--- src/rtl/clock_set_ctrl_if.sv ---
// clock_set_ctrl_if: button/enable inputs and strobe/mode/blank outputs of the clock-setting controller.
// Signals:
//   i_run_en     timekeeping enable (0 freezes the prescaler in RUN)
//   i_btn_mode   raw asynchronous mode button, active-high
//   i_btn_up     raw asynchronous increment button, active-high
//   o_tick_1s    one-cycle seconds-advance strobe
//   o_inc_hr/min/sec  one-cycle field-increment strobes
//   o_mode       00 RUN, 01 SET_HR, 10 SET_MIN, 11 SET_SEC
//   o_blank_hr/min/sec  blank request for the blinking field
// Modports: master drives the inputs (stimulus side), slave is the controller.
interface clock_set_ctrl_if;
    logic       i_run_en;
    logic       i_btn_mode;
    logic       i_btn_up;
    logic       o_tick_1s;
    logic       o_inc_hr;
    logic       o_inc_min;
    logic       o_inc_sec;
    logic [1:0] o_mode;
    logic       o_blank_hr;
    logic       o_blank_min;
    logic       o_blank_sec;
    modport master (
        output i_run_en, i_btn_mode, i_btn_up,
        input  o_tick_1s, o_inc_hr, o_inc_min, o_inc_sec, o_mode,
        input  o_blank_hr, o_blank_min, o_blank_sec
    );
    modport slave (
        input  i_run_en, i_btn_mode, i_btn_up,
        output o_tick_1s, o_inc_hr, o_inc_min, o_inc_sec, o_mode,
        output o_blank_hr, o_blank_min, o_blank_sec
    );
endinterface

--- src/rtl/clock_set_ctrl.sv ---
// clock_set_ctrl: button-driven RUN/SET_HR/SET_MIN/SET_SEC controller with 1 s prescaler,
// debounced buttons, auto-repeat, idle timeout and field blinking.
// Ports:
//   clk    system clock, rising edge
//   reset  asynchronous, active-high
//   bus    clock_set_ctrl_if.slave (run_en, buttons in; tick, inc strobes, mode, blanks out)
module clock_set_ctrl #(
    parameter int CLK_HZ          = 50000000,
    parameter int DEBOUNCE_CYCLES = 500000,
    parameter int REPEAT_DELAY    = 25000000,
    parameter int REPEAT_PERIOD   = 10000000,
    parameter int TIMEOUT_CYCLES  = 500000000,
    parameter int BLINK_CYCLES    = 12500000
) (
    input  logic             clk,
    input  logic             reset,
    clock_set_ctrl_if.slave  bus
);
    typedef enum logic [1:0] {RUN = 2'b00, SET_HR = 2'b01, SET_MIN = 2'b10, SET_SEC = 2'b11} state_t;
    localparam int RMAX = (REPEAT_DELAY > REPEAT_PERIOD) ? REPEAT_DELAY : REPEAT_PERIOD;
    localparam int PW   = $clog2(CLK_HZ + 1);
    localparam int DW   = $clog2(DEBOUNCE_CYCLES + 1);
    localparam int RW   = $clog2(RMAX + 1);
    localparam int TW   = $clog2(TIMEOUT_CYCLES + 1);
    localparam int BW   = $clog2(BLINK_CYCLES + 1);
    localparam logic [PW-1:0] PRE_MAX   = PW'(CLK_HZ - 1);
    localparam logic [DW-1:0] DB_MAX    = DW'(DEBOUNCE_CYCLES - 1);
    localparam logic [RW-1:0] DLY_MAX   = RW'(REPEAT_DELAY - 1);
    localparam logic [RW-1:0] PER_MAX   = RW'(REPEAT_PERIOD - 1);
    localparam logic [TW-1:0] IDLE_MAX  = TW'(TIMEOUT_CYCLES - 1);
    localparam logic [BW-1:0] BLINK_MAX = BW'(BLINK_CYCLES - 1);

    state_t        r_state;
    state_t        w_state_nx;
    logic [1:0]    r_sync0;
    logic [1:0]    r_sync1;
    logic [1:0]    r_deb;
    logic [1:0]    r_deb_q;
    logic [DW-1:0] r_db_cnt [2];
    logic [PW-1:0] r_pre;
    logic [RW-1:0] r_rep;
    logic          r_rep_act;
    logic          r_rep_first;
    logic [TW-1:0] r_idle;
    logic [BW-1:0] r_blink;
    logic          r_phase;
    logic          r_inc_hr;
    logic          r_inc_min;
    logic          r_inc_sec;
    logic          w_mode_press;
    logic          w_up_press;
    logic          w_set;
    logic          w_run;
    logic          w_timeout;
    logic          w_rep_fire;
    logic          w_inc;
    logic          w_chg;

    // Button pipelines, bit 0 = mode, bit 1 = up: 2-flop synchronizer, then a
    // debouncer that adopts the synchronized level after DEBOUNCE_CYCLES differing samples.
    always_ff @(posedge clk or posedge reset) begin
        if (reset) begin
            r_sync0 <= '0;
            r_sync1 <= '0;
            r_deb   <= '0;
            r_deb_q <= '0;
            for (int i = 0; i < 2; i++) r_db_cnt[i] <= '0;
        end else begin
            r_sync0 <= {bus.i_btn_up, bus.i_btn_mode};
            r_sync1 <= r_sync0;
            r_deb_q <= r_deb;
            for (int i = 0; i < 2; i++) begin
                if (r_sync1[i] == r_deb[i]) begin
                    r_db_cnt[i] <= '0;
                end else if (r_db_cnt[i] == DB_MAX) begin
                    r_db_cnt[i] <= '0;
                    r_deb[i]    <= r_sync1[i];
                end else begin
                    r_db_cnt[i] <= r_db_cnt[i] + DW'(1);
                end
            end
        end
    end

    assign w_mode_press = r_deb[0] & ~r_deb_q[0];
    assign w_up_press   = r_deb[1] & ~r_deb_q[1];
    assign w_set        = r_state != RUN;
    assign w_run        = ~w_set & bus.i_run_en;
    // A press in the same cycle restarts the idle window, so it also vetoes the timeout.
    assign w_timeout    = w_set & (r_idle == IDLE_MAX) & ~w_mode_press & ~w_up_press;
    assign w_rep_fire   = r_rep_act & r_deb[1] & (r_rep == (r_rep_first ? DLY_MAX : PER_MAX));
    // Mode press and timeout both change state and take priority over any increment.
    assign w_inc        = w_set & ~w_mode_press & ~w_timeout & (w_up_press | w_rep_fire);
    assign w_chg        = w_state_nx != r_state;

    always_comb begin
        w_state_nx = r_state;
        if (w_mode_press) w_state_nx = state_t'(r_state + 2'd1);
        else if (w_timeout) w_state_nx = RUN;
    end

    always_ff @(posedge clk or posedge reset) begin
        if (reset) r_state <= RUN;
        else r_state <= w_state_nx;
    end

    always_ff @(posedge clk or posedge reset) begin
        if (reset) begin
            r_pre       <= '0;
            r_idle      <= '0;
            r_rep       <= '0;
            r_rep_act   <= 1'b0;
            r_rep_first <= 1'b0;
            r_blink     <= '0;
            r_phase     <= 1'b0;
            r_inc_hr    <= 1'b0;
            r_inc_min   <= 1'b0;
            r_inc_sec   <= 1'b0;
        end else begin
            // Entering or staying in a SET state parks the prescaler at 0 so the
            // first tick after returning to RUN is a full second away.
            r_pre     <= (w_state_nx != RUN) ? '0 : !w_run ? r_pre : (r_pre == PRE_MAX) ? '0 : r_pre + PW'(1);
            r_idle    <= (~w_set | w_mode_press | w_up_press | w_timeout) ? '0 : r_idle + TW'(1);
            r_inc_hr  <= w_inc & (r_state == SET_HR);
            r_inc_min <= w_inc & (r_state == SET_MIN);
            r_inc_sec <= w_inc & (r_state == SET_SEC);
            // Repetition arms only on the initial pulse of a fresh press.
            if (w_inc & w_up_press) begin
                r_rep_act   <= 1'b1;
                r_rep_first <= 1'b1;
                r_rep       <= '0;
            end else if (~r_rep_act | ~r_deb[1] | w_chg) begin
                r_rep_act <= 1'b0;
                r_rep     <= '0;
            end else if (w_rep_fire) begin
                r_rep       <= '0;
                r_rep_first <= 1'b0;
            end else begin
                r_rep <= r_rep + RW'(1);
            end
            // Restarting the blink on any change keeps the just-adjusted field visible.
            if (~w_set | w_chg | w_inc) begin
                r_blink <= '0;
                r_phase <= 1'b0;
            end else if (r_blink == BLINK_MAX) begin
                r_blink <= '0;
                r_phase <= ~r_phase;
            end else begin
                r_blink <= r_blink + BW'(1);
            end
        end
    end

    assign bus.o_tick_1s   = w_run & (r_pre == PRE_MAX);
    assign bus.o_inc_hr    = r_inc_hr;
    assign bus.o_inc_min   = r_inc_min;
    assign bus.o_inc_sec   = r_inc_sec;
    assign bus.o_mode      = r_state;
    assign bus.o_blank_hr  = r_phase & (r_state == SET_HR);
    assign bus.o_blank_min = r_phase & (r_state == SET_MIN);
    assign bus.o_blank_sec = r_phase & (r_state == SET_SEC);
endmodule

--- src/flat_wrapper.sv ---
// flat-port wrapper written by rule: the top's interface ports become plain ports
module clock_set_ctrl_flat 
#(
    parameter int CLK_HZ          = 50000000,
    parameter int DEBOUNCE_CYCLES = 500000,
    parameter int REPEAT_DELAY    = 25000000,
    parameter int REPEAT_PERIOD   = 10000000,
    parameter int TIMEOUT_CYCLES  = 500000000,
    parameter int BLINK_CYCLES    = 12500000
)
  (clk, reset, bus_i_run_en, bus_i_btn_mode, bus_i_btn_up, bus_o_tick_1s, bus_o_inc_hr, bus_o_inc_min, bus_o_inc_sec, bus_o_mode, bus_o_blank_hr, bus_o_blank_min, bus_o_blank_sec);
  clock_set_ctrl_if bus_i ();
  input  logic clk;
  input  logic reset;
  input wire logic [$bits(bus_i.i_run_en)-1:0] bus_i_run_en;
  input wire logic [$bits(bus_i.i_btn_mode)-1:0] bus_i_btn_mode;
  input wire logic [$bits(bus_i.i_btn_up)-1:0] bus_i_btn_up;
  output wire logic [$bits(bus_i.o_tick_1s)-1:0] bus_o_tick_1s;
  output wire logic [$bits(bus_i.o_inc_hr)-1:0] bus_o_inc_hr;
  output wire logic [$bits(bus_i.o_inc_min)-1:0] bus_o_inc_min;
  output wire logic [$bits(bus_i.o_inc_sec)-1:0] bus_o_inc_sec;
  output wire logic [$bits(bus_i.o_mode)-1:0] bus_o_mode;
  output wire logic [$bits(bus_i.o_blank_hr)-1:0] bus_o_blank_hr;
  output wire logic [$bits(bus_i.o_blank_min)-1:0] bus_o_blank_min;
  output wire logic [$bits(bus_i.o_blank_sec)-1:0] bus_o_blank_sec;
  assign bus_i.i_run_en = bus_i_run_en;
  assign bus_i.i_btn_mode = bus_i_btn_mode;
  assign bus_i.i_btn_up = bus_i_btn_up;
  assign bus_o_tick_1s = bus_i.o_tick_1s;
  assign bus_o_inc_hr = bus_i.o_inc_hr;
  assign bus_o_inc_min = bus_i.o_inc_min;
  assign bus_o_inc_sec = bus_i.o_inc_sec;
  assign bus_o_mode = bus_i.o_mode;
  assign bus_o_blank_hr = bus_i.o_blank_hr;
  assign bus_o_blank_min = bus_i.o_blank_min;
  assign bus_o_blank_sec = bus_i.o_blank_sec;
  clock_set_ctrl #(.CLK_HZ(CLK_HZ), .DEBOUNCE_CYCLES(DEBOUNCE_CYCLES), .REPEAT_DELAY(REPEAT_DELAY), .REPEAT_PERIOD(REPEAT_PERIOD), .TIMEOUT_CYCLES(TIMEOUT_CYCLES), .BLINK_CYCLES(BLINK_CYCLES)) u_core (.clk(clk), .reset(reset), .bus(bus_i));
endmodule
--- config.mk ---
export PLATFORM = sky130hd
export DESIGN_NAME = clock_set_ctrl_flat
export DESIGN_NICKNAME = d
export VERILOG_FILES = /design/src/rtl/clock_set_ctrl_if.sv /design/src/rtl/clock_set_ctrl.sv /design/src/flat_wrapper.sv
export SDC_FILE = /design/constraint.sdc
export NUM_CORES = 1
export LEC_CHECK = 0
export ABC_AREA = 1
export BUFFER_PORTS_ARGS = -buffer_cell sky130_fd_sc_hd__clkbuf_2
export CORE_MARGIN = 2
export CORE_UTILIZATION = 50
export DETAILED_ROUTE_END_ITERATION = 10
export PLACE_DENSITY_LB_ADDON = 0.25
export SLEW_MARGIN = 20
export SYNTH_ARGS = -nofsm -noshare
export SYNTH_HDL_FRONTEND = slang
export SYNTH_SLANG_ARGS = --single-unit
--- constraint.sdc ---
create_clock -name clk -period 7.3 [get_ports clk]
set_input_delay 1.46 -clock clk [delete_from_list [all_inputs] [get_ports clk]]
set_output_delay 1.46 -clock clk [all_outputs]
set_load 0.05 [all_outputs]
======== Yosys cells after proc, flatten, opt, wreduce, memory -nomap -nowiden ========
Cells that the tools add are included.
storage, ports and cells
  register bits after elaboration ......... 158
  logic and storage cells ................. 108
  bits of input ports ..................... 5
  output and inout port bits .............. 9
operators by class
  $add $sub $neg .......................... 7
  reduce and logical (&&, ||, !) cells .... 9
  muxes and demuxes ....................... 23
  bitwise gates (word level) .............. 38
  eq/ne operators ......................... 13
operators with widths
  operator                                                         number
  25-bit two-way mux                                               4
  26-bit two-way mux                                               3
  19-bit two-way mux                                               4
  24-bit two-way mux                                               2
  19-bit by 1-bit adder with 19-bit output, second input constant  2
  19-bit == test, second input constant                            2
  29-bit by 1-bit adder with 29-bit output, second input constant  1
  29-bit == test, second input constant                            1
  29-bit two-way mux                                               1
  26-bit by 1-bit adder with 26-bit output, second input constant  1
  26-bit == test, second input constant                            1
  25-bit by 1-bit adder with 25-bit output, second input constant  1
  25-bit == test                                                   1
  24-bit by 1-bit adder with 24-bit output, second input constant  1
  24-bit == test, second input constant                            1
  1-bit bitwise AND                                                19
  2-bit nonzero test                                               6
  1-bit NOT                                                        11
  1-bit OR                                                         8
  1-bit two-way mux                                                7
  2-bit AND reduction                                              3
  2-bit == test, second input constant                             2
  2-bit two-way mux                                                2
  2-bit by 1-bit adder with 2-bit output, second input constant    1
  4 further kinds                                                  5

======== Depth between registers and ports, before layout ========
Gate-level depths: netlist of the first run.
  depth in word-level cells ............... 11
  mapped depth ............................ 12
  gate-level depth less buffers ........... 11

======== Worst setup path after synthesis of the first run ========
Ideal clock, no wire load.
  kind .................................... input port to output port
  start point ............................. in bus_i_run_en
  end point ............................... out bus_o_tick_1s
  setup slack ............................. 3.145 ns
  data required time ...................... 5.840 ns
  path buffers ............................ 0
  arrival time ............................ 2.695 ns
  stages .................................. 2
  cells stage by stage .................... nand2_1 -> nor3_1
on the way
  word-level cells in the longest chain between the ends .. 2
RTL lines
  what               line                   RTL
  start, declared    flat_wrapper.sv:15     input wire logic [$bits(bus_i.i_run_en)-1:0] bus_i_run_en;
  1-bit bitwise AND  clock_set_ctrl.sv:88   assign w_run = ~w_set & bus.i_run_en;
  1-bit bitwise AND  clock_set_ctrl.sv:154  assign bus.o_tick_1s = w_run & (r_pre == PRE_MAX);
  end, declared      flat_wrapper.sv:18     output wire logic [$bits(bus_i.o_tick_1s)-1:0] bus_o_tick_1s;
Every way passes these cells.

======== Worst setup path in the final report of the first run ========
Same ends and word-level chain as after synthesis.

==> results by group, run 1 <==
Clock tree
  – Post-CTS setup buffers: 0
  – Hold Buf Count CTS: 0
  – CTS Buf Count: 17
  – CTS tree: yes
  – CTS resizes: 0
  – CTS Root Cell: clkbuf_16
  – Skew-Pair Late Insertion Delay: 0.42 ns
  – # clock sinks: 158
  – Clock buffer depth: 2
  – H-tree levels: 4
  – Clock transition at path regs: 0.06 ns

Global route
  – Initial antenna violation count: 0
  – Largest net degree at the start of global routing: 104
  – Vias in the first global route: 7859
  – All-Layer GR Usage: 22.3%
  – First-pass GRT wire length: 36.9 mm
  – Grt ovf: 0

Power
  – PD cells: 179 nW/um^2
  – P_leak: 0.00433 uW
  – Tot Pwr: 1830 uW
  – Peak VDD IR: 180 uV

Worst setup path
  – CP Cell Sequence: clkbuf_2 > nand2_1 > nor3_1 > clkbuf_2
  – Worst path max stage delay: 0.38 ns
  – Crit path kind: input pin to primary output
  – Crit path max-delay cell type: nor3_1
  – WP buf/inv: 2
  – Cell mode on critical path: clkbuf_2
  – Kind of cell adding the most delay to the critical path: simple AND/OR/NAND/NOR gates
  – Startpoint Class: input pin
  – Critical path peak fanout: 6
  – CP arrival: 2.46 ns
  – Critical path data required time: 5.84 ns
  – Crit end category: primary output
  – Instance count on the critical path: 4
  – Worst-case reg-to-reg path depth: 9

Floorplanning
  – Initial Util: 50.9%
  – Die Ht: 142 um
  – Full die area: 20100 um^2
  – Ports: 14
  – Core Area: 18600 um^2
  – Die X: 142 um
  – Row cnt: 50

STA
  – Max-slew violations: 0
  – F_max: 0.255 GHz
  – Rel. slew slack: 38.9%
  – Setup TNS: 0 ns
  – Final WS setup: 3.38 ns
  – Transition time of the tightest slew-check pin: 0.917 ns
  – Final-report hold violation count: 0
  – Fin crit share: 53.7%
  – Worst hold slack: 0.357 ns
  – RSZ-0062 raised after global routing: false
  – Final setup fails: 0
  – Crit path time final: 3.92 ns
  – Final Skew: 0.0121 ns

Run
  – Max-cap viol count: 0

Routing
  – Initial DRC count: 541
  – DR WL/cell: 14.2 um
  – Routed wire length: 21.2 mm
  – Drt first pass iters: 5
  – Total number of vias: 8045
  – Vias/cell: 5.41
  – Post-route ant nets: 0
  – DR DRC count: 0

Layout
  – N_diodes: 0
  – Synthesis-to-layout area growth: 7.75%
  – Share of cells above drive strength 1: 10.4%
  – Fin area: 10200 um^2
  – Filler cells: 1736
  – Final net count: 1256

Yosys
  – Distinct cells, synth: 45
  – Post-synth top flop: dfrtp_1
  – Post-Syn Area per Cell: 7.72 um^2
  – Post-synth ARST share: 100%
  – Area share of the largest cell type after synthesis: 41.6%
  – Syn nets: 1245
  – Cells after Synth: 1230
  – Top cells by count, synth: nand2_1, nor2_1, inv_1, dfrtp_1, nor3_1
  – Flip-flop and latch count after synthesis: 158
  – Cell taking the most area after synthesis: dfrtp_1
  – Synth warn: 0
  – Sequential area share after synthesis: 41.6%
  – Synthesized area: 9500 um^2
  – Top cells by area, synth: dfrtp_1, nand2_1, nor2_1
  – Count leader, synth: nand2_1
  – Number of flops mapped to enable cells by yosys: 0

Placement
  – Pre-CTS WS: 3.41 ns
  – Dpl cell area: 9680 um^2
  – Port bufs: 13
  – DPL Wire Length: 14.6 mm
  – Routability cong.: 0.890

Hold path
  – Worst hold path type: register to register
  – Hold depth: 0

Run status
  – Status: finished clean
## where the power goes
| part | leakage (uW) | switching, uW | internal [uW] |
|---|---|---|---|
| Combinational | 0.00187 | 57.7 | 23.9 |
| Clock | 0.000270 | 358 | 481 |
| Sequential | 0.00219 | 15.7 | 891 |
## sequential cells by signal (all words and copies together) (netlist names)
name	cells
u_core.r_pre	26
u_core.r_rep_first	1
u_core.r_rep	25
u_core.r_rep_act	1
u_core.bus.o_mode	2
u_core.r_deb_q	2
u_core.r_blink	24
u_core.r_deb	2
u_core.bus.o_inc_min	1
u_core.r_db_cnt	38
u_core.r_sync1	2
u_core.r_sync0	2
u_core.bus.o_inc_sec	1
u_core.r_idle	29
u_core.bus.o_inc_hr	1
u_core.r_phase	1
## cell families after synthesis
kind of cell	count (synthesis)	share of synthesized area, %
AO/OA/AOI/OAI	76	5.34
AND/OR/NAND/NOR	731	37.2
multiplexers	2	0.237
flip-flops	158	41.6
buffers and inverters	192	8.67
XOR/XNOR	61	5.63
adder cells (fa/ha/maj)	10	1.32
## per-layer routing
metal	GRT usage, %	wire length, um	vias up
met5	0	0	-
met4	6.32	299	0
met3	4.32	872	23
met2	36.9	10100	198
met1	30.1	9890	3775
li1	-	-	4049
## path summary, 6_finish.rpt
| kind | slack (ns) | startpoint | endpoint |
|---|---|---|---|
| worst max-delay path | 3.38 | bus_i_run_en | bus_o_tick_1s |
| worst min-delay path | 0.36 | u_core.r_sync0[1] | u_core.r_sync1[1] |
| worst max register to register | 3.95 | u_core.bus.o_mode[0] | u_core.r_pre[24] |
| worst min register to register | 0.36 | u_core.r_sync0[1] | u_core.r_sync1[1] |
| max in group asynchronous | 4.83 | reset | u_core.r_db_cnt[10] |
| min in group asynchronous | 1.23 | reset | u_core.r_blink[10] |
## layout make-up
cell class	instances	area [um^2]	area share, %
Multi-Input combinational cell	880	4720	46.1
Sequential cell	158	3950	38.6
Inverter	170	644	6.30
Clock buffer	19	453	4.43
Tap cell	234	293	2.86
Clock inverter	12	96.3	0.942
Timing Repair Buffer	14	72.6	0.709
## placed cells by master, fill, tap and decap left out, drive strengths merged
cell type	n
a21boi	1
or2	6
a31oi	4
and3	1
nor4	12
nor3	116
buf	1
nand3	94
mux2	2
nor3b	8
a21o	3
and2	2
xnor2	6
o21a	3
o21bai	1
clkbuf	32
a211oi	3
dfrtp	158
nand3b	3
clkinvlp	3
ha	10
o21ai	35
bufinv	1
nand4	71
nor2	174
a21oi	26
clkinv	10
xor2	55
inv	168
nand2	244
## worst reg2reg max path: stages (launching register included)
cell	delay [ns]
dfrtp_1	0.44
inv_1	0.12
ha_1	0.27
inv_1	0.13
nand3_2	0.10
nor2_4	0.15
nand3_4	0.13
a21boi_4	0.72
nand3_2	0.78
o21ai_0	0.42
## per-stage QoR
| step | utilization (%) | cells |
|---|---|---|
| 2_1_floorplan | - | 1230 |
| 3_3_place_gp | 51.9 | 1456 |
| 3_5_place_dp | 51.9 | 1456 |
| 4_1_cts | 54.9 | 1487 |
| 5_1_grt | 54.9 | 1487 |
| 6_report | 54.9 | 1487 |
Power figures use the tool's default switching activity.
==> run 2, diff against run 1 <==
clock period = 3.2 ns   (was 7.3 ns; I/O delays follow)
==> run 2 against run 1 <==
Via count is 0.17% lower. Worst hold slack worse by 0.099 ns. Sequential power up 130%. Clock power up 140%. Die area is the same. Largest cell class unchanged. Register-to-register slack worse by 3.3 ns. Critical path type is now register to primary output.
==> results by group, run 2 (synthesis gave the netlist of run 1 again) <==
Run status
  – Status: finished clean

Routing
  – DR WL/cell: 13.9 um
  – Routed wire length: 20.7 mm
  – DR DRC count: 0
  – Initial DRC count: 656
  – Vias/cell: 5.38
  – Drt first pass iters: 7
  – Post-route ant nets: 0
  – Total number of vias: 8031

Power
  – P_leak: 0.00438 uW
  – Switching power share of the total: 22.7%
  – Share of power burned in the clock network: 47.5%
  – Internal: 3340 uW
  – Peak VDD IR: 351 uV
  – Net Switching: 981 uW
  – PD cells: 418 nW/um^2
  – Sequential fraction of design power: 48.0%
  – Combinational Power Share: 4.5%

Global route
  – Initial antenna violation count: 0
  – Vias in the first global route: 7788
  – First-pass GRT wire length: 36.1 mm
  – All-Layer GR Usage: 21.9%
  – Grt ovf: 0
  – Largest net degree at the start of global routing: 91

Clock tree
  – Hold Buf Count CTS: 0
  – Clock transition at path regs: 0.06 ns
  – Skew-Pair Late Insertion Delay: 0.43 ns
  – Clock buffer depth: 2
  – CTS Root Cell: clkbuf_16
  – CTS resizes: 0
  – Post-CTS setup buffers: 0
  – CTS tree: yes
  – CTS Buf Count: 17
  – H-tree levels: 4
  – # clock sinks: 158

STA
  – Max-slew violations: 0
  – Final setup fails: 0
  – Transition time of the tightest slew-check pin: 0.810 ns
  – Worst hold slack: 0.258 ns
  – Rel. slew slack: 45.5%
  – Final Skew: 0.00877 ns
  – Setup TNS: 0 ns
  – Fin crit share: 87.7%
  – Final-report hold violation count: 0
  – RSZ-0062 raised after global routing: false
  – Final WS setup: 0.393 ns
  – Crit path time final: 2.81 ns
  – F_max: 0.356 GHz

Run
  – Max-cap viol count: 0

Layout
  – Most frequent cells in the layout: nand2_1, nor2_1, inv_1
  – Final net count: 1261
  – N_diodes: 0
  – Commonest non-fill, non-tap cell in the layout: nand2_1
  – Synthesis-to-layout area growth: 8.83%
  – Share of cells above drive strength 1: 10.6%
  – Max reg flops: 38
  – Top Registers: u_core.r_db_cnt (38), u_core.r_idle (29), u_core.r_pre (26)
  – Register with the most flip-flops: u_core.r_db_cnt

Worst setup path
  – Cell mode on critical path: nand2_1
  – Worst path max stage delay: 0.43 ns
  – Crit end category: primary output
  – Crit path kind: register to primary output
  – WP buf/inv: 2
  – CP arrival: 2.17 ns
  – CP Cell Sequence: ha_1 > nand2_1 > inv_1 > nand2_1 > nor3_1 > clkbuf_2
  – Startpoint Class: register
  – Critical path data required time: 2.56 ns
  – Kind of cell adding the most delay to the critical path: simple AND/OR/NAND/NOR gates
  – Crit path max-delay cell type: dfrtp_1
  – Critical path peak fanout: 6

Floorplanning
  – Die X: 142 um
  – Ports: 14
  – Row cnt: 50
  – Core Area: 18600 um^2
  – Die Ht: 142 um
  – Initial Util: 50.9%
  – Full die area: 20100 um^2

Hold path
  – Worst hold path type: input pin to async pin

Placement
  – Port bufs: 13
  – Pre-CTS WS: 0.660 ns
  – DPL Wire Length: 14.5 mm
  – Routability cong.: 0.930
## run 2: changes by cell type in the layout (fill, tap and decap cells not counted), sizes merged
cell,before,now
clkbuf,32,34
bufinv,1,3
clkinv,10,8
clkinvlp,3,2
buf,1,6
## run 2: worst register-to-register path, cell delays in order (launching register included)
cell,delay (ns)
dfrtp_1,0.46
inv_1,0.12
ha_1,0.25
inv_1,0.11
nand3_2,0.10
nor2_4,0.15
nand3_4,0.13
a21oi_4,0.17
nand3_2,0.53
o21ai_0,0.38
## run 2: layout make-up
cell class / count / area, um^2
fill: 1732 / 8310
multi-input combinational: 880 / 4720
sequential: 158 / 3950
inverter: 170 / 643
clock buffer: 21 / 450
tap: 234 / 293
clock inverter: 11 / 140
timing repair buffer: 19 / 135
## run 2: final timing paths
path | startpoint | to | slack [ns] | depth (start not counted)
max reg2reg | u_core.bus.o_mode[0] | u_core.r_pre[23] | 0.70 | 9
min reg2reg | u_core.r_sync0[0] | u_core.r_sync1[0] | 0.35 | 0
min | reset | u_core.r_db_cnt[24] | 0.26 | 2
max in group asynchronous | reset | u_core.r_idle[11] | 2.09 | 3
max | u_core.r_pre[0] | bus_o_tick_1s | 0.39 | 6
min in group clk | bus_i_btn_mode | u_core.r_sync0[0] | 0.32 | 1
## run 2: per-stage QoR
stage	power (uW)	area (um^2)	util [%]	cells
CTS	4370	10300	55.4	1493
finish	4320	10300	55.4	1493
global route	4480	10300	55.4	1493
detailed placement	2300	9740	52.3	1461
global placement	2290	9740	52.3	1461
floorplan	2250	9500	-	1230
## run 2: power groups by stage
stage | clock, uW | sequential (uW) | combinational (uW)
6_report | 2050 | 2070 | 194
5_1_grt | 2180 | 2080 | 226
4_1_cts | 2100 | 2070 | 198
3_5_place_dp | 0 | 2110 | 195
3_3_place_gp | 0 | 2100 | 190
2_1_floorplan | 0 | 2100 | 152
## run 2: per-layer routing
metal | global-route usage, % | vias to the layer above | routed length, um
met3 | 3.95 | 33 | 907
met4 | 6.84 | 0 | 358
met2 | 35.7 | 192 | 9480
met5 | 0 | - | 0
met1 | 29.8 | 3743 | 9970
li1 | - | 4063 | -
